### config.mk
export PLATFORM = sky130hd
export DESIGN_NAME = izh_neuron_update_flat
export DESIGN_NICKNAME = d
export VERILOG_FILES = /design/src/rtl/izh_neuron_update_if.sv /design/src/rtl/izh_neuron_update.sv /design/src/flat_wrapper.sv
export SDC_FILE = /design/constraint.sdc
export NUM_CORES = 1
export LEC_CHECK = 0
export ABC_AREA = 1
export CORE_AREA = 2 2 228 230
export CTS_CLUSTER_SIZE = 8
export DETAILED_ROUTE_END_ITERATION = 10
export DIE_AREA = 0 0 230 232
export PLACE_DENSITY_LB_ADDON = 0.25
export RECOVER_POWER = 50
export SYNTH_ARGS = -nofsm -noshare
export SYNTH_HDL_FRONTEND = slang
export SYNTH_SLANG_ARGS = --single-unit
### constraint.sdc
create_clock -name clk -period 11.6 [get_ports clk]
set_clock_uncertainty 0.05 [all_clocks]
set_input_delay 2.32 -clock clk [delete_from_list [all_inputs] [get_ports clk]]
set_output_delay 2.32 -clock clk [all_outputs]
set_load 0.02 [all_outputs]
### src/rtl/izh_neuron_update_if.sv
`default_nettype none
// ============================================================================
//  Module   : izh_neuron_update_if
//  Purpose  : Bundles the izh_neuron_update request/response signals and its
//             link to the shared fixed_mult stage.
//  Modports : slave  - neuron update sequencer (drives mult_a/mult_b, results)
//             master - host / environment (drives start, operands, mult_ab)
//  Signals  : start, v/u/i/a/b/c/d_in  - step request and operands
//             mult_a, mult_b           - multiplier operands
//             mult_ab, mult_clip_*     - multiplier product and status flags
//             v_out, u_out, spike      - step results
//             clip_int, clip_frac      - sticky saturation flags
//             busy, done               - sequencer status
//  Revision : 1.0  initial release
// ============================================================================
interface izh_neuron_update_if #(
    parameter int W = 17
) ();
    logic         start;
    logic [W-1:0] v_in;
    logic [W-1:0] u_in;
    logic [W-1:0] i_in;
    logic [W-1:0] a_in;
    logic [W-1:0] b_in;
    logic [W-1:0] c_in;
    logic [W-1:0] d_in;
    logic [W-1:0] mult_a;
    logic [W-1:0] mult_b;
    logic [W-1:0] mult_ab;
    logic         mult_clip_int;
    logic         mult_clip_frac;
    logic [W-1:0] v_out;
    logic [W-1:0] u_out;
    logic         spike;
    logic         clip_int;
    logic         clip_frac;
    logic         busy;
    logic         done;

    modport slave (
        input  start, v_in, u_in, i_in, a_in, b_in, c_in, d_in,
        input  mult_ab, mult_clip_int, mult_clip_frac,
        output mult_a, mult_b,
        output v_out, u_out, spike, clip_int, clip_frac, busy, done
    );

    modport master (
        output start, v_in, u_in, i_in, a_in, b_in, c_in, d_in,
        output mult_ab, mult_clip_int, mult_clip_frac,
        input  mult_a, mult_b,
        input  v_out, u_out, spike, clip_int, clip_frac, busy, done
    );
endinterface
`default_nettype wire

### src/rtl/izh_neuron_update.sv
`default_nettype none
// ============================================================================
//  Module   : izh_neuron_update
//  Purpose  : One Izhikevich neuron step per accepted start, using an external
//             shared fixed-point multiplier:
//               v' = v + dt*(0.04v^2 + 5v + 140 - u + I)
//               u' = u + dt*a*(b*v - u),          dt = 2^-DT_SHIFT
//             If v' >= V_PEAK the neuron spikes: v' = c, u' = u' + d.
//  Ports    : clk, rst          - clock (rising edge), sync active-high reset
//             nif (slave)       - start/operands in, multiplier link,
//                                 v_out/u_out/spike/clip flags/busy/done out
//  Revision : 1.0  initial release
// ============================================================================
module izh_neuron_update #(
    parameter int           W        = 17,
    parameter int           FRAC     = 8,
    parameter int           MULT_LAT = 1,
    parameter int           DT_SHIFT = 1,
    parameter logic [W-1:0] K004     = 17'h0000A,
    parameter logic [W-1:0] K140     = 17'h08C00,
    parameter logic [W-1:0] V_PEAK   = 17'h01E00
) (
    input  wire logic             clk,
    input  wire logic             rst,
    izh_neuron_update_if.slave    nif
);

    // Extended width for intermediate sums: the five-term dv sum needs 3
    // guard bits above the data width.
    localparam int XW = W + 3;
    localparam int CW = $clog2(MULT_LAT + 2);

    localparam logic [W-1:0]         c_max     = {1'b0, {(W-1){1'b1}}};
    localparam logic [W-1:0]         c_min     = {1'b1, {(W-1){1'b0}}};
    localparam logic signed [XW-1:0] c_xmax    = {{(XW-W+1){1'b0}}, {(W-1){1'b1}}};
    localparam logic signed [XW-1:0] c_xmin    = {{(XW-W+1){1'b1}}, {(W-1){1'b0}}};
    localparam logic [CW-1:0]        c_cnt_last = CW'(MULT_LAT);

    typedef enum logic [2:0] {
        S_IDLE = 3'd0,
        S_M1   = 3'd1,
        S_M2   = 3'd2,
        S_M3   = 3'd3,
        S_M4   = 3'd4,
        S_ACC  = 3'd5,
        S_DONE = 3'd6
    } state_t;

    // ------------------------------------------------------------------
    // Fixed-point helpers
    // ------------------------------------------------------------------
    function automatic logic signed [XW-1:0] sx(input logic [W-1:0] x);
        return {{(XW-W){x[W-1]}}, x};
    endfunction

    function automatic logic [W-1:0] sat(input logic signed [XW-1:0] x);
        if (x > c_xmax) begin
            return c_max;
        end else if (x < c_xmin) begin
            return c_min;
        end
        return x[W-1:0];
    endfunction

    function automatic logic ovf(input logic signed [XW-1:0] x);
        return (x > c_xmax) || (x < c_xmin);
    endfunction

    // ------------------------------------------------------------------
    // State
    // ------------------------------------------------------------------
    state_t        r_state;
    logic [CW-1:0] r_cnt;

    logic [W-1:0]  r_v, r_u, r_i, r_a, r_b, r_c, r_d;
    logic [W-1:0]  r_t2, r_t4;
    logic [W-1:0]  r_res_v, r_res_u;
    logic          r_res_spk;

    logic [W-1:0]  r_mult_a, r_mult_b;
    logic [W-1:0]  r_v_out, r_u_out;
    logic          r_spike, r_clip_int, r_clip_frac, r_busy, r_done;

    // ------------------------------------------------------------------
    // Datapath
    // ------------------------------------------------------------------
    logic                 w_in_mult;
    logic                 w_cap;
    logic signed [XW-1:0] w_m4_sum, w_5v_sum, w_dv_sum, w_vn_sum, w_un_sum, w_ud_sum;
    logic [W-1:0]         w_m4_op, w_5v, w_dv, w_vn, w_un, w_ud;
    logic                 w_spk, w_acc_clip;

    assign w_in_mult = (r_state == S_M1) || (r_state == S_M2) ||
                       (r_state == S_M3) || (r_state == S_M4);
    // Product is sampled on the last cycle of each multiply slot.
    assign w_cap     = w_in_mult && (r_cnt == c_cnt_last);

    // Second M4 operand is built straight from the M3 product (t3) as it is
    // captured, so the M4 operands can be driven on the M3->M4 edge.
    assign w_m4_sum = sx(nif.mult_ab) - sx(r_u);
    assign w_m4_op  = sat(w_m4_sum);

    assign w_5v_sum = (sx(r_v) <<< 2) + sx(r_v);
    assign w_5v     = sat(w_5v_sum);

    assign w_dv_sum = sx(r_t2) + sx(w_5v) + sx(K140) - sx(r_u) + sx(r_i);
    assign w_dv     = sat(w_dv_sum);

    assign w_vn_sum = sx(r_v) + (sx(w_dv) >>> DT_SHIFT);
    assign w_vn     = sat(w_vn_sum);

    assign w_un_sum = sx(r_u) + (sx(r_t4) >>> DT_SHIFT);
    assign w_un     = sat(w_un_sum);

    assign w_spk    = $signed(w_vn) >= $signed(V_PEAK);

    assign w_ud_sum = sx(w_un) + sx(r_d);
    assign w_ud     = sat(w_ud_sum);

    // The u+d clamp only matters when the spike path actually uses it.
    assign w_acc_clip = ovf(w_5v_sum) | ovf(w_dv_sum) | ovf(w_vn_sum) |
                        ovf(w_un_sum) | (w_spk & ovf(w_ud_sum));

    // ------------------------------------------------------------------
    // Sequencer
    // ------------------------------------------------------------------
    always_ff @(posedge clk) begin
        if (rst) begin
            r_state     <= S_IDLE;
            r_cnt       <= '0;
            r_v         <= '0;
            r_u         <= '0;
            r_i         <= '0;
            r_a         <= '0;
            r_b         <= '0;
            r_c         <= '0;
            r_d         <= '0;
            r_t2        <= '0;
            r_t4        <= '0;
            r_res_v     <= '0;
            r_res_u     <= '0;
            r_res_spk   <= 1'b0;
            r_mult_a    <= '0;
            r_mult_b    <= '0;
            r_v_out     <= '0;
            r_u_out     <= '0;
            r_spike     <= 1'b0;
            r_clip_int  <= 1'b0;
            r_clip_frac <= 1'b0;
            r_busy      <= 1'b0;
            r_done      <= 1'b0;
        end else begin
            r_done <= 1'b0;

            if (w_in_mult) begin
                r_cnt <= w_cap ? '0 : r_cnt + CW'(1);
            end

            if (w_cap) begin
                r_clip_frac <= r_clip_frac | nif.mult_clip_frac;
                r_clip_int  <= r_clip_int | nif.mult_clip_int |
                               ((r_state == S_M3) && ovf(w_m4_sum));
            end

            case (r_state)
                S_IDLE: begin
                    if (nif.start) begin
                        r_v         <= nif.v_in;
                        r_u         <= nif.u_in;
                        r_i         <= nif.i_in;
                        r_a         <= nif.a_in;
                        r_b         <= nif.b_in;
                        r_c         <= nif.c_in;
                        r_d         <= nif.d_in;
                        r_clip_int  <= 1'b0;
                        r_clip_frac <= 1'b0;
                        r_busy      <= 1'b1;
                        r_cnt       <= '0;
                        r_mult_a    <= K004;
                        r_mult_b    <= nif.v_in;
                        r_state     <= S_M1;
                    end
                end
                S_M1: begin
                    if (w_cap) begin        // t1 = K004*v -> next t1*v
                        r_mult_a <= nif.mult_ab;
                        r_mult_b <= r_v;
                        r_state  <= S_M2;
                    end
                end
                S_M2: begin
                    if (w_cap) begin        // t2 = 0.04 v^2 -> next b*v
                        r_t2     <= nif.mult_ab;
                        r_mult_a <= r_b;
                        r_mult_b <= r_v;
                        r_state  <= S_M3;
                    end
                end
                S_M3: begin
                    if (w_cap) begin        // t3 = b*v -> next a*sat(t3-u)
                        r_mult_a <= r_a;
                        r_mult_b <= w_m4_op;
                        r_state  <= S_M4;
                    end
                end
                S_M4: begin
                    if (w_cap) begin
                        r_t4     <= nif.mult_ab;
                        r_mult_a <= '0;
                        r_mult_b <= '0;
                        r_state  <= S_ACC;
                    end
                end
                S_ACC: begin
                    r_res_v    <= w_spk ? r_c  : w_vn;
                    r_res_u    <= w_spk ? w_ud : w_un;
                    r_res_spk  <= w_spk;
                    r_clip_int <= r_clip_int | w_acc_clip;
                    r_state    <= S_DONE;
                end
                S_DONE: begin
                    // Results and done are published on the DONE exit edge.
                    r_v_out <= r_res_v;
                    r_u_out <= r_res_u;
                    r_spike <= r_res_spk;
                    r_done  <= 1'b1;
                    r_busy  <= 1'b0;
                    r_state <= S_IDLE;
                end
                default: begin
                    r_state <= S_IDLE;
                end
            endcase
        end
    end

    assign nif.mult_a    = r_mult_a;
    assign nif.mult_b    = r_mult_b;
    assign nif.v_out     = r_v_out;
    assign nif.u_out     = r_u_out;
    assign nif.spike     = r_spike;
    assign nif.clip_int  = r_clip_int;
    assign nif.clip_frac = r_clip_frac;
    assign nif.busy      = r_busy;
    assign nif.done      = r_done;

endmodule
`default_nettype wire
### src/flat_wrapper.sv
// flat-port wrapper written by rule: the top's interface ports become plain ports
module izh_neuron_update_flat 
#(
    parameter int           W        = 17,
    parameter int           FRAC     = 8,
    parameter int           MULT_LAT = 1,
    parameter int           DT_SHIFT = 1,
    parameter logic [W-1:0] K004     = 17'h0000A,
    parameter logic [W-1:0] K140     = 17'h08C00,
    parameter logic [W-1:0] V_PEAK   = 17'h01E00
)
  (clk, rst, nif_start, nif_v_in, nif_u_in, nif_i_in, nif_a_in, nif_b_in, nif_c_in, nif_d_in, nif_mult_ab, nif_mult_clip_int, nif_mult_clip_frac, nif_mult_a, nif_mult_b, nif_v_out, nif_u_out, nif_spike, nif_clip_int, nif_clip_frac, nif_busy, nif_done);
  izh_neuron_update_if #(.W(W)) nif_i ();
  input  wire logic clk;
  input  wire logic rst;
  input wire logic [$bits(nif_i.start)-1:0] nif_start;
  input wire logic [$bits(nif_i.v_in)-1:0] nif_v_in;
  input wire logic [$bits(nif_i.u_in)-1:0] nif_u_in;
  input wire logic [$bits(nif_i.i_in)-1:0] nif_i_in;
  input wire logic [$bits(nif_i.a_in)-1:0] nif_a_in;
  input wire logic [$bits(nif_i.b_in)-1:0] nif_b_in;
  input wire logic [$bits(nif_i.c_in)-1:0] nif_c_in;
  input wire logic [$bits(nif_i.d_in)-1:0] nif_d_in;
  input wire logic [$bits(nif_i.mult_ab)-1:0] nif_mult_ab;
  input wire logic [$bits(nif_i.mult_clip_int)-1:0] nif_mult_clip_int;
  input wire logic [$bits(nif_i.mult_clip_frac)-1:0] nif_mult_clip_frac;
  output wire logic [$bits(nif_i.mult_a)-1:0] nif_mult_a;
  output wire logic [$bits(nif_i.mult_b)-1:0] nif_mult_b;
  output wire logic [$bits(nif_i.v_out)-1:0] nif_v_out;
  output wire logic [$bits(nif_i.u_out)-1:0] nif_u_out;
  output wire logic [$bits(nif_i.spike)-1:0] nif_spike;
  output wire logic [$bits(nif_i.clip_int)-1:0] nif_clip_int;
  output wire logic [$bits(nif_i.clip_frac)-1:0] nif_clip_frac;
  output wire logic [$bits(nif_i.busy)-1:0] nif_busy;
  output wire logic [$bits(nif_i.done)-1:0] nif_done;
  assign nif_i.start = nif_start;
  assign nif_i.v_in = nif_v_in;
  assign nif_i.u_in = nif_u_in;
  assign nif_i.i_in = nif_i_in;
  assign nif_i.a_in = nif_a_in;
  assign nif_i.b_in = nif_b_in;
  assign nif_i.c_in = nif_c_in;
  assign nif_i.d_in = nif_d_in;
  assign nif_i.mult_ab = nif_mult_ab;
  assign nif_i.mult_clip_int = nif_mult_clip_int;
  assign nif_i.mult_clip_frac = nif_mult_clip_frac;
  assign nif_mult_a = nif_i.mult_a;
  assign nif_mult_b = nif_i.mult_b;
  assign nif_v_out = nif_i.v_out;
  assign nif_u_out = nif_i.u_out;
  assign nif_spike = nif_i.spike;
  assign nif_clip_int = nif_i.clip_int;
  assign nif_clip_frac = nif_i.clip_frac;
  assign nif_busy = nif_i.busy;
  assign nif_done = nif_i.done;
  izh_neuron_update #(.W(W), .FRAC(FRAC), .MULT_LAT(MULT_LAT), .DT_SHIFT(DT_SHIFT), .K004(K004), .K140(K140), .V_PEAK(V_PEAK)) u_core (.clk(clk), .rst(rst), .nif(nif_i));
endmodule
==> results.toml, run 1 <==
[layout]
antenna_cells = 0
seq_area_mm2 = 0.00531
drive_above_1_share = 0.0328
fin_nets = 3011
areaGrowthSynthToFinish_pct = 20.5
fillers = 5391
multi_input_area_mm2 = 0.0107

[timing]
drv_slew = 336
finalCritPeriodShare = 0.909
rsz0062_at_grt = "no"
fmaxAchievable_mhz = 94.8
fin_setup_tns_ns = 0
hold_violations = 0
setup_viol = 0
period_needed_ns = 10.55
slew_headroom = -1.44
worstMarginPinSlew_ns = 3.66

[critical_path]
crit_type = "flip-flop to flip-flop"
crit_path_max_incr_delay_ns = 0.50
crit_top_cell = "nand2_1"
worst_setup_path_end_kind = "flip-flop"
cp.arrival_ns = 10.98
startpoint_type = "flip-flop"
endpoint = "u_core.r_res_v[13]"
path_max_fanout = 32
crit_required_ns = 12.03
reg2reg_to = "u_core.r_res_v[13]"
critPathLaunch = "u_core.r_v[3]"
r2r_cells = 61
regToRegSetupSlack_ns = 1.05
r2r_start = "u_core.r_v[3]"
crit_slowest_cell = "fa_1"

[synth]
synth_adder_area_share = 0.127
yosysTopAreaCell = "dfxtp_1"
ys_seq_area_frac = 0.302
synth.area.mux_share = 0
synth.distinct_cells = 53
synth_top_family_by_area = "simple AND/OR/NAND/NOR gates"
synth_nets = 2851
synth-compound-area-share = 0.203
synth_flop_cell = "dfxtp_1"
ys_seq_elements = 265
synth.avg_cell_area_um2 = 6.90
synth.area.top_cells = "dfxtp_1 (30%), nand2_1 (13%), a21oi_1 (10%)"
synth_edf_count = 0
syn-cell-area_mm2 = 0.0176
postSynthCellCount = 2546
yosysWarnings = 0
yosys.area_share.simple = 0.238
synthArstFlopShare = 0
yosys.area.top_type_share = 0.302
synth_xor_area_frac = 0.0464

[detailed_routing]
vias = 17600
initialDrtViolationCount = 1229
drtAntennaViolNets = 0
routed_via_density = 5.19
wirelength_um = 62700
remaining_drc_errors = 0
wire_per_inst_um = 18.5
dr.pass1.iters = 6

[floorplanning]
dieArea_mm2 = 0.0534
num_rows = 83
die_w_um = 230
die-height_um = 232
pin_count = 214
start_util = 0.345
coreArea_mm2 = 0.0509

[clock_network]
cts.sinks = 265
htreeDepth = 2
clk_pin_slew_ns = 0.05
insertion_delay_ns = 0.57
ctsHoldBuffers = 0
cts_max_path_buffers = 3
cts_made_buffers = 39
clockRootBuffer = "clkbuf_16"
cts_setup_buffers = 0
cts_tree = "yes"

[grt]
grt_max_degree = 95
grt_pass1_wl_um = 96600
grt_pass1_vias = 16800
grt_usage = 0.232
overflow = 0
antenna_found_initial = 3

[placed_design]
place_hpwl_um = 48800
place.gp.congestion = 0.969
port-buffer-count = 213

[run]
drv_cap = 5

[outcome]
status = "finished with violations"
violations = "max-capacitance violations, max-slew violations"

[worst_hold_path]
min_path_type = "flip-flop to flip-flop"
min_from = "u_core.r_a[9]"
[what timing repair did]
item,4_1_cts,5_1_grt
endpoints found under the setup margin,0,8
gates resized for setup,0,1
endpoints found under the hold margin,0,0
[per-layer routing]
layer / routed length [um] / GRT usage / vias up
met5: 29 / 0 / -
met4: 2080 / 0.0748 / 4
met3: 4290 / 0.0486 / 120
met2: 26300 / 0.356 / 557
met1: 30000 / 0.324 / 8095
li1: - / - / 8804
[critical path: cells and delay by family (launching register included)]
kind,cells,cell delay [ns]
xor gates and xnor gates,2,0.48
DFF,1,0.47
adders and majority gates,8,2.91
AOI/OAI and AO/OA,8,1.61
buffers and inverters,8,1.06
and+or+nand+nor,35,3.85
[Yosys cell counts (4+ instances only)]
master	count
nand2_2	10
nand3_1	134
buf_1	6
o31ai_1	4
o22ai_1	7
o21ai_0	192
fa_1	24
inv_2	10
ha_1	140
a221oi_1	7
nor2_1	177
buf_2	17
buf_6	5
nand4_1	36
nand2_1	587
a31oi_1	13
a22oi_1	5
inv_1	255
a211oi_1	5
a41oi_1	14
o21bai_1	11
clkbuf_1	78
xnor2_1	46
a21boi_0	4
dfxtp_1	265
nand3b_1	7
a21o_1	11
nor3_1	15
xor2_1	47
a21oi_1	368
[worst min path at each step]
| stage | end | slack (ns) | cells after the start |
|---|---|---|---|
| 6_report | u_core.r_a[9] | 0.40 | 2 |
| 5_1_grt | u_core.r_a[9] | 0.42 | 2 |
| 4_1_cts | u_core.r_a[9] | 0.40 | 2 |
| 3_5_place_dp | u_core.r_a[9] | 0.40 | 2 |
| 3_3_place_gp | u_core.r_b[1] | 0.39 | 2 |
| 2_1_floorplan | u_core.r_b[13] | 0.37 | 2 |
[cells in the final DEF, fill, tap and decap left out, types with 36 or more instances in the layout]
| cell | n |
|---|---|
| a21oi_1 | 369 |
| clkbuf_16 | 39 |
| clkdlybuf4s50_1 | 140 |
| dfxtp_1 | 265 |
| dlygate4sd3_1 | 72 |
| ha_1 | 140 |
| inv_1 | 258 |
| nand2_1 | 589 |
| nand3_1 | 133 |
| nand4_1 | 36 |
| nor2_1 | 177 |
| o21ai_0 | 192 |
| xnor2_1 | 46 |
| xor2_1 | 47 |
[metrics by stage]
| step | worst slack [ns] | instance area [um2] | util | hold slack [ns] | instances |
|---|---|---|---|---|---|
| 2_1_floorplan | 2.98 | 17600 | - | 0.375 | 2546 |
| 3_3_place_gp | 1.46 | 20200 | 0.397 | 0.390 | 3345 |
| 3_5_place_dp | 1.09 | 20200 | 0.397 | 0.397 | 3345 |
| 4_1_cts | 1.06 | 21200 | 0.417 | 0.405 | 3390 |
| 5_1_grt | 0.0293 | 21200 | 0.416 | 0.422 | 3390 |
| 6_report | 1.05 | 21200 | 0.416 | 0.402 | 3390 |
[logic make-up after synthesis]
| logic type | Yosys count |
|---|---|
| flip-flops | 265 |
| XOR/XNOR | 93 |
| buffers and inverters | 376 |
| AO/OA/AOI/OAI | 659 |
| AND/OR/NAND/NOR | 989 |
| adder cells (fa/ha/maj) | 164 |
[cell type report]
class / count / area share
multi-input combinational: 1905 / 0.508
inverter: 267 / 0.0474
clock buffer: 40 / 0.0463
timing repair buffer: 228 / 0.105
sequential: 265 / 0.251
tap: 680 / 0.0402
clock inverter: 5 / 0.00278
Power of run 1 is left out: the tool's default activity adds up to more than one toggle a clock period on the data nets, which glitch-free logic cannot reach.
==> run 2, diff against run 1 <==
--- a/config.mk
+++ b/config.mk
@@ -6,10 +6,10 @@
 export NUM_CORES = 1
 export LEC_CHECK = 0
 export ABC_AREA = 1
-export CORE_AREA = 2 2 228 230
+export CORE_AREA = 2 2 201 203
 export CTS_CLUSTER_SIZE = 8
 export DETAILED_ROUTE_END_ITERATION = 10
-export DIE_AREA = 0 0 230 232
+export DIE_AREA = 0 0 203 205
 export PLACE_DENSITY_LB_ADDON = 0.25
 export RECOVER_POWER = 50
 export SYNTH_ARGS = -nofsm -noshare
==> results.toml, run 2 (synthesis results as in run 1) <==
[placed_design]
port-buffer-count = 213
place.gp.congestion = 0.960
place_hpwl_um = 46200

[detailed_routing]
drtAntennaViolNets = 0
remaining_drc_errors = 0
vias = 17800
routed_via_density = 5.51
initialDrtViolationCount = 1268
wirelength_um = 60400
wire_per_inst_um = 18.7
dr.pass1.iters = 6

[critical_path]
worst_setup_path_end_kind = "flip-flop"
crit_type = "flip-flop to flip-flop"
crit_path_max_incr_delay_ns = 0.49
crit_slowest_cell = "fa_1"
crit_required_ns = 12.01
startpoint_type = "flip-flop"
path_max_fanout = 15
r2r_cells = 61
crit_top_cell = "nand2_1"
cp.arrival_ns = 10.93

[clock_network]
clockRootBuffer = "clkbuf_16"
insertion_delay_ns = 0.56
cts_max_path_buffers = 3
clk_pin_slew_ns = 0.06
cts_tree = "yes"
ctsHoldBuffers = 0
cts_made_buffers = 39
htreeDepth = 2
cts.sinks = 265

[floorplanning]
pin_count = 214
die_w_um = 203
coreArea_mm2 = 0.0394
start_util = 0.446
dieArea_mm2 = 0.0416
num_rows = 73
die-height_um = 205

[timing]
setup_viol = 0
finalCritPeriodShare = 0.907
slew_headroom = -0.481
period_needed_ns = 10.52
fmaxAchievable_mhz = 95.1
hold_violations = 0
fin_setup_tns_ns = 0
worstMarginPinSlew_ns = 2.22
drv_slew = 224
rsz0062_at_grt = "no"

[grt]
grt_pass1_vias = 16700
overflow = 0
antenna_found_initial = 1
grt_usage = 0.286
grt_max_degree = 78
grt_pass1_wl_um = 93200

[layout]
final_common_cell = "nand2_1"
areaGrowthSynthToFinish_pct = 19.4
layout_common_cells = "nand2_1 (589), a21oi_1 (369), dfxtp_1 (265)"
fillers = 3973
drive_above_1_share = 0.0350
fin_nets = 3012

[worst_hold_path]
whs_path_depth = 2
min_path_type = "flip-flop to flip-flop"

[outcome]
violations = "max-capacitance violations, max-slew violations"
status = "finished with violations"

[run]
drv_cap = 4
run 2: cell count changes in the layout (fill, tap and decap cells not counted), sizes merged:
cell           delta
dlygate4sd3       +2
buf               +4
diode             +1
clkdlybuf4s50     -2
clkbuf            -1
inv               -1
clkinv            -1
run 2: path summary, 6_finish.rpt:
kind / startpoint / end / slack, ns
setup / recovery: u_core.r_v[2] / u_core.r_res_u[9] / 1.08
hold / removal: u_core.r_c[0] / u_core.r_c[0] / 0.41
setup reg to reg: u_core.r_v[2] / u_core.r_res_u[9] / 1.08
hold reg to reg: u_core.r_c[0] / u_core.r_c[0] / 0.41
run 2: cell type report:
class | instances | area, um2 | share of cell area
Tap cell | 525 | 657 | 0.0313
Inverter | 267 | 1000 | 0.0478
Timing Repair Buffer | 229 | 2240 | 0.107
Multi-Input combinational cell | 1905 | 10700 | 0.512
Clock inverter | 3 | 33.8 | 0.00161
Antenna cell | 1 | 2.50 | 0.000119
Clock buffer | 42 | 997 | 0.0475
Sequential cell | 265 | 5310 | 0.253
run 2: per-layer routing:
metal / track usage / wire, um / vias up
met1: 0.397 / 28300 / 8286
met2: 0.454 / 26300 / 629
li1: - / - / 8813
met4: 0.103 / 1880 / 2
met3: 0.0383 / 4000 / 98
met5: 0 / 9 / -
run 2: timing repair:
item / in CTS / in global routing
setup buffers: 0 / 0
setup endpoints to repair: 0 / 3
gates resized for setup: 0 / 1
run 2: stage by stage:
step	util	hold slack, ns	setup slack (ns)	cell area [um2]	cells
floorplan	-	0.375	2.98	17600	2546
detailed placement	0.508	0.396	1.27	20000	3191
global placement	0.508	0.386	1.56	20000	3191
CTS	0.535	0.404	1.23	21000	3236
finish	0.533	0.406	1.08	21000	3237
global route	0.533	0.415	0.00726	21000	3236
run 2: critical path: cells and delay by family, from the launching register on:
family,cells,cell delay (ns)
and+or+nand+nor,35,4.36
DFF,1,0.41
xor gates and xnor gates,2,0.49
buffers and inverters,7,0.57
AOI/OAI and AO/OA,8,1.52
adders and majority gates,9,2.96
Power of run 2 is left out for the same reason.
==> run 3, diff against run 2 <==
--- a/config.mk
+++ b/config.mk
@@ -10,8 +10,10 @@
 export CTS_CLUSTER_SIZE = 8
 export DETAILED_ROUTE_END_ITERATION = 10
 export DIE_AREA = 0 0 203 205
+export GPL_TIMING_DRIVEN = 0
 export PLACE_DENSITY_LB_ADDON = 0.25
 export RECOVER_POWER = 50
+export REMOVE_ABC_BUFFERS = 1
 export SYNTH_ARGS = -nofsm -noshare
 export SYNTH_HDL_FRONTEND = slang
 export SYNTH_SLANG_ARGS = --single-unit
==> results.toml, run 3 (synthesis results as in run 1) <==
[floorplanning]
pin_count = 214
dieArea_mm2 = 0.0416
die-height_um = 205
die_w_um = 203
coreArea_mm2 = 0.0394
start_util = 0.446
num_rows = 73

[worst_hold_path]
min_from = "u_core.r_a[10]"
min_path_type = "flip-flop to flip-flop"
whs_path_depth = 2
hold_path_end = "u_core.r_a[10]"

[grt]
grt_pass1_vias = 16700
overflow = 0
antenna_found_initial = 2
grt_pass1_wl_um = 88800
grt_max_degree = 81
grt_usage = 0.268

[clock_network]
cts_max_path_buffers = 3
cts_tree = "yes"
cts.sinks = 265
clk_pin_slew_ns = 0.05
ctsHoldBuffers = 0
clockRootBuffer = "clkbuf_16"
insertion_delay_ns = 0.56
cts_made_buffers = 40
htreeDepth = 2

[critical_path]
worst_setup_path_end_kind = "flip-flop"
reg2reg_to = "u_core.r_res_u[0]"
path_max_fanout = 19
crit_slowest_cell = "dfxtp_1"
crit_family = "simple AND/OR/NAND/NOR gates"
regToRegSetupSlack_ns = 1.03
r2r_start = "u_core.r_v[10]"
crit_path_max_incr_delay_ns = 0.60
startpoint_type = "flip-flop"
r2r_cells = 61
crit_top_cell = "nand2_1"
cp.arrival_ns = 10.94
cp_num_buf_inv = 8
crit_type = "flip-flop to flip-flop"
crit_required_ns = 11.97

[timing]
fmaxAchievable_mhz = 94.6
setup_viol = 0
worstMarginPinSlew_ns = 3.19
drv_slew = 329
finalCritPeriodShare = 0.911
period_needed_ns = 10.57
hold_violations = 0
rsz0062_at_grt = "no"
worst_slack_ns = 1.03
slew_headroom = -1.12

[detailed_routing]
remaining_drc_errors = 0
vias = 17400
routed_via_density = 5.39
wire_per_inst_um = 17.4
dr.pass1.iters = 6
wirelength_um = 56100
initialDrtViolationCount = 1087
drtAntennaViolNets = 0

[layout]
final_util = 0.537
layout_common_cells = "nand2_1 (586), a21oi_1 (368), dfxtp_1 (265)"
seq_area_mm2 = 0.00531
multi_input_area_mm2 = 0.0108
antenna_cells = 0
fillers = 3941
areaGrowthSynthToFinish_pct = 20.2
stdcell_area_mm2 = 0.0211
drive_above_1_share = 0.0369
final_common_cell = "nand2_1"
fin_nets = 3006

[outcome]
violations = "max-capacitance violations, max-slew violations"
status = "finished with violations"

[placed_design]
place_ws_ns = -0.0577
port-buffer-count = 213
place.gp.congestion = 0.936
place_hpwl_um = 42800
postPlaceCellArea_mm2 = 0.0201

[run]
drv_cap = 5
## run 3: cell types whose count changed in the layout (fill, tap and decap cells not counted), moves of 3 or more
cell,delta
nand2_1,-3
nor3_4,+3
nor2_1,-3
nand2_2,+3
buf_4,-15
## run 3: tightest hold or removal path, cell delays in order (launching register included)
cell and delay, ns:
dfxtp_1 0.29, inv_1 0.06, a21oi_1 0.05
## run 3: what timing repair did
action / in CTS / in global routing
cloned: 0 / 1
pin swaps: 0 / 1
hold endpoints to repair: 0 / 0
gates resized for setup: 1 / 5
setup endpoints to repair: 15 / 35
buffers inserted: 0 / 0
## run 3: cell type report
type / count / area share
multi-input cells: 1906 / 0.513
flip-flops and latches: 265 / 0.251
repair buffers: 221 / 0.106
clock buffers: 43 / 0.0479
inverters: 267 / 0.0475
well taps: 525 / 0.0311
clock inverters: 5 / 0.00320
## run 3: how the worst max path moves through the flow
| stage | to | start | slack [ns] | cells after the start |
|---|---|---|---|---|
| finish | u_core.r_res_u[0] | u_core.r_v[10] | 1.03 | 61 |
| global route | u_core.r_res_u[0] | u_core.r_v[2] | 0.07 | 63 |
| CTS | u_core.r_res_u[11] | u_core.r_v[2] | 0.47 | 61 |
| detailed placement | u_core.r_res_u[11] | u_core.r_v[2] | -0.06 | 61 |
| global placement | u_core.nif.mult_a[15] | nif_start | -1.15 | 7 |
| floorplan | u_core.r_res_u[10] | u_core.r_v[2] | 2.18 | 62 |
## run 3: layer usage
layer / GRT usage / vias to the layer above / routed length, um
li1: - / 8803 / -
met1: 0.371 / 8018 / 26600
met2: 0.429 / 520 / 24800
met3: 0.0404 / 77 / 3290
met4: 0.0834 / 2 / 1390
met5: 0 / - / 12
## run 3: stage by stage
| step | cells | hold WS [ns] | TNS [ns] |
|---|---|---|---|
| floorplan | 2437 | 0.377 | 0 |
| global placement | 3175 | 0.386 | -36.73 |
| detailed placement | 3183 | 0.394 | -0.522 |
| CTS | 3231 | 0.402 | 0 |
| global route | 3232 | 0.420 | 0 |
| finish | 3232 | 0.404 | 0 |
Power of run 3 is left out for the same reason.
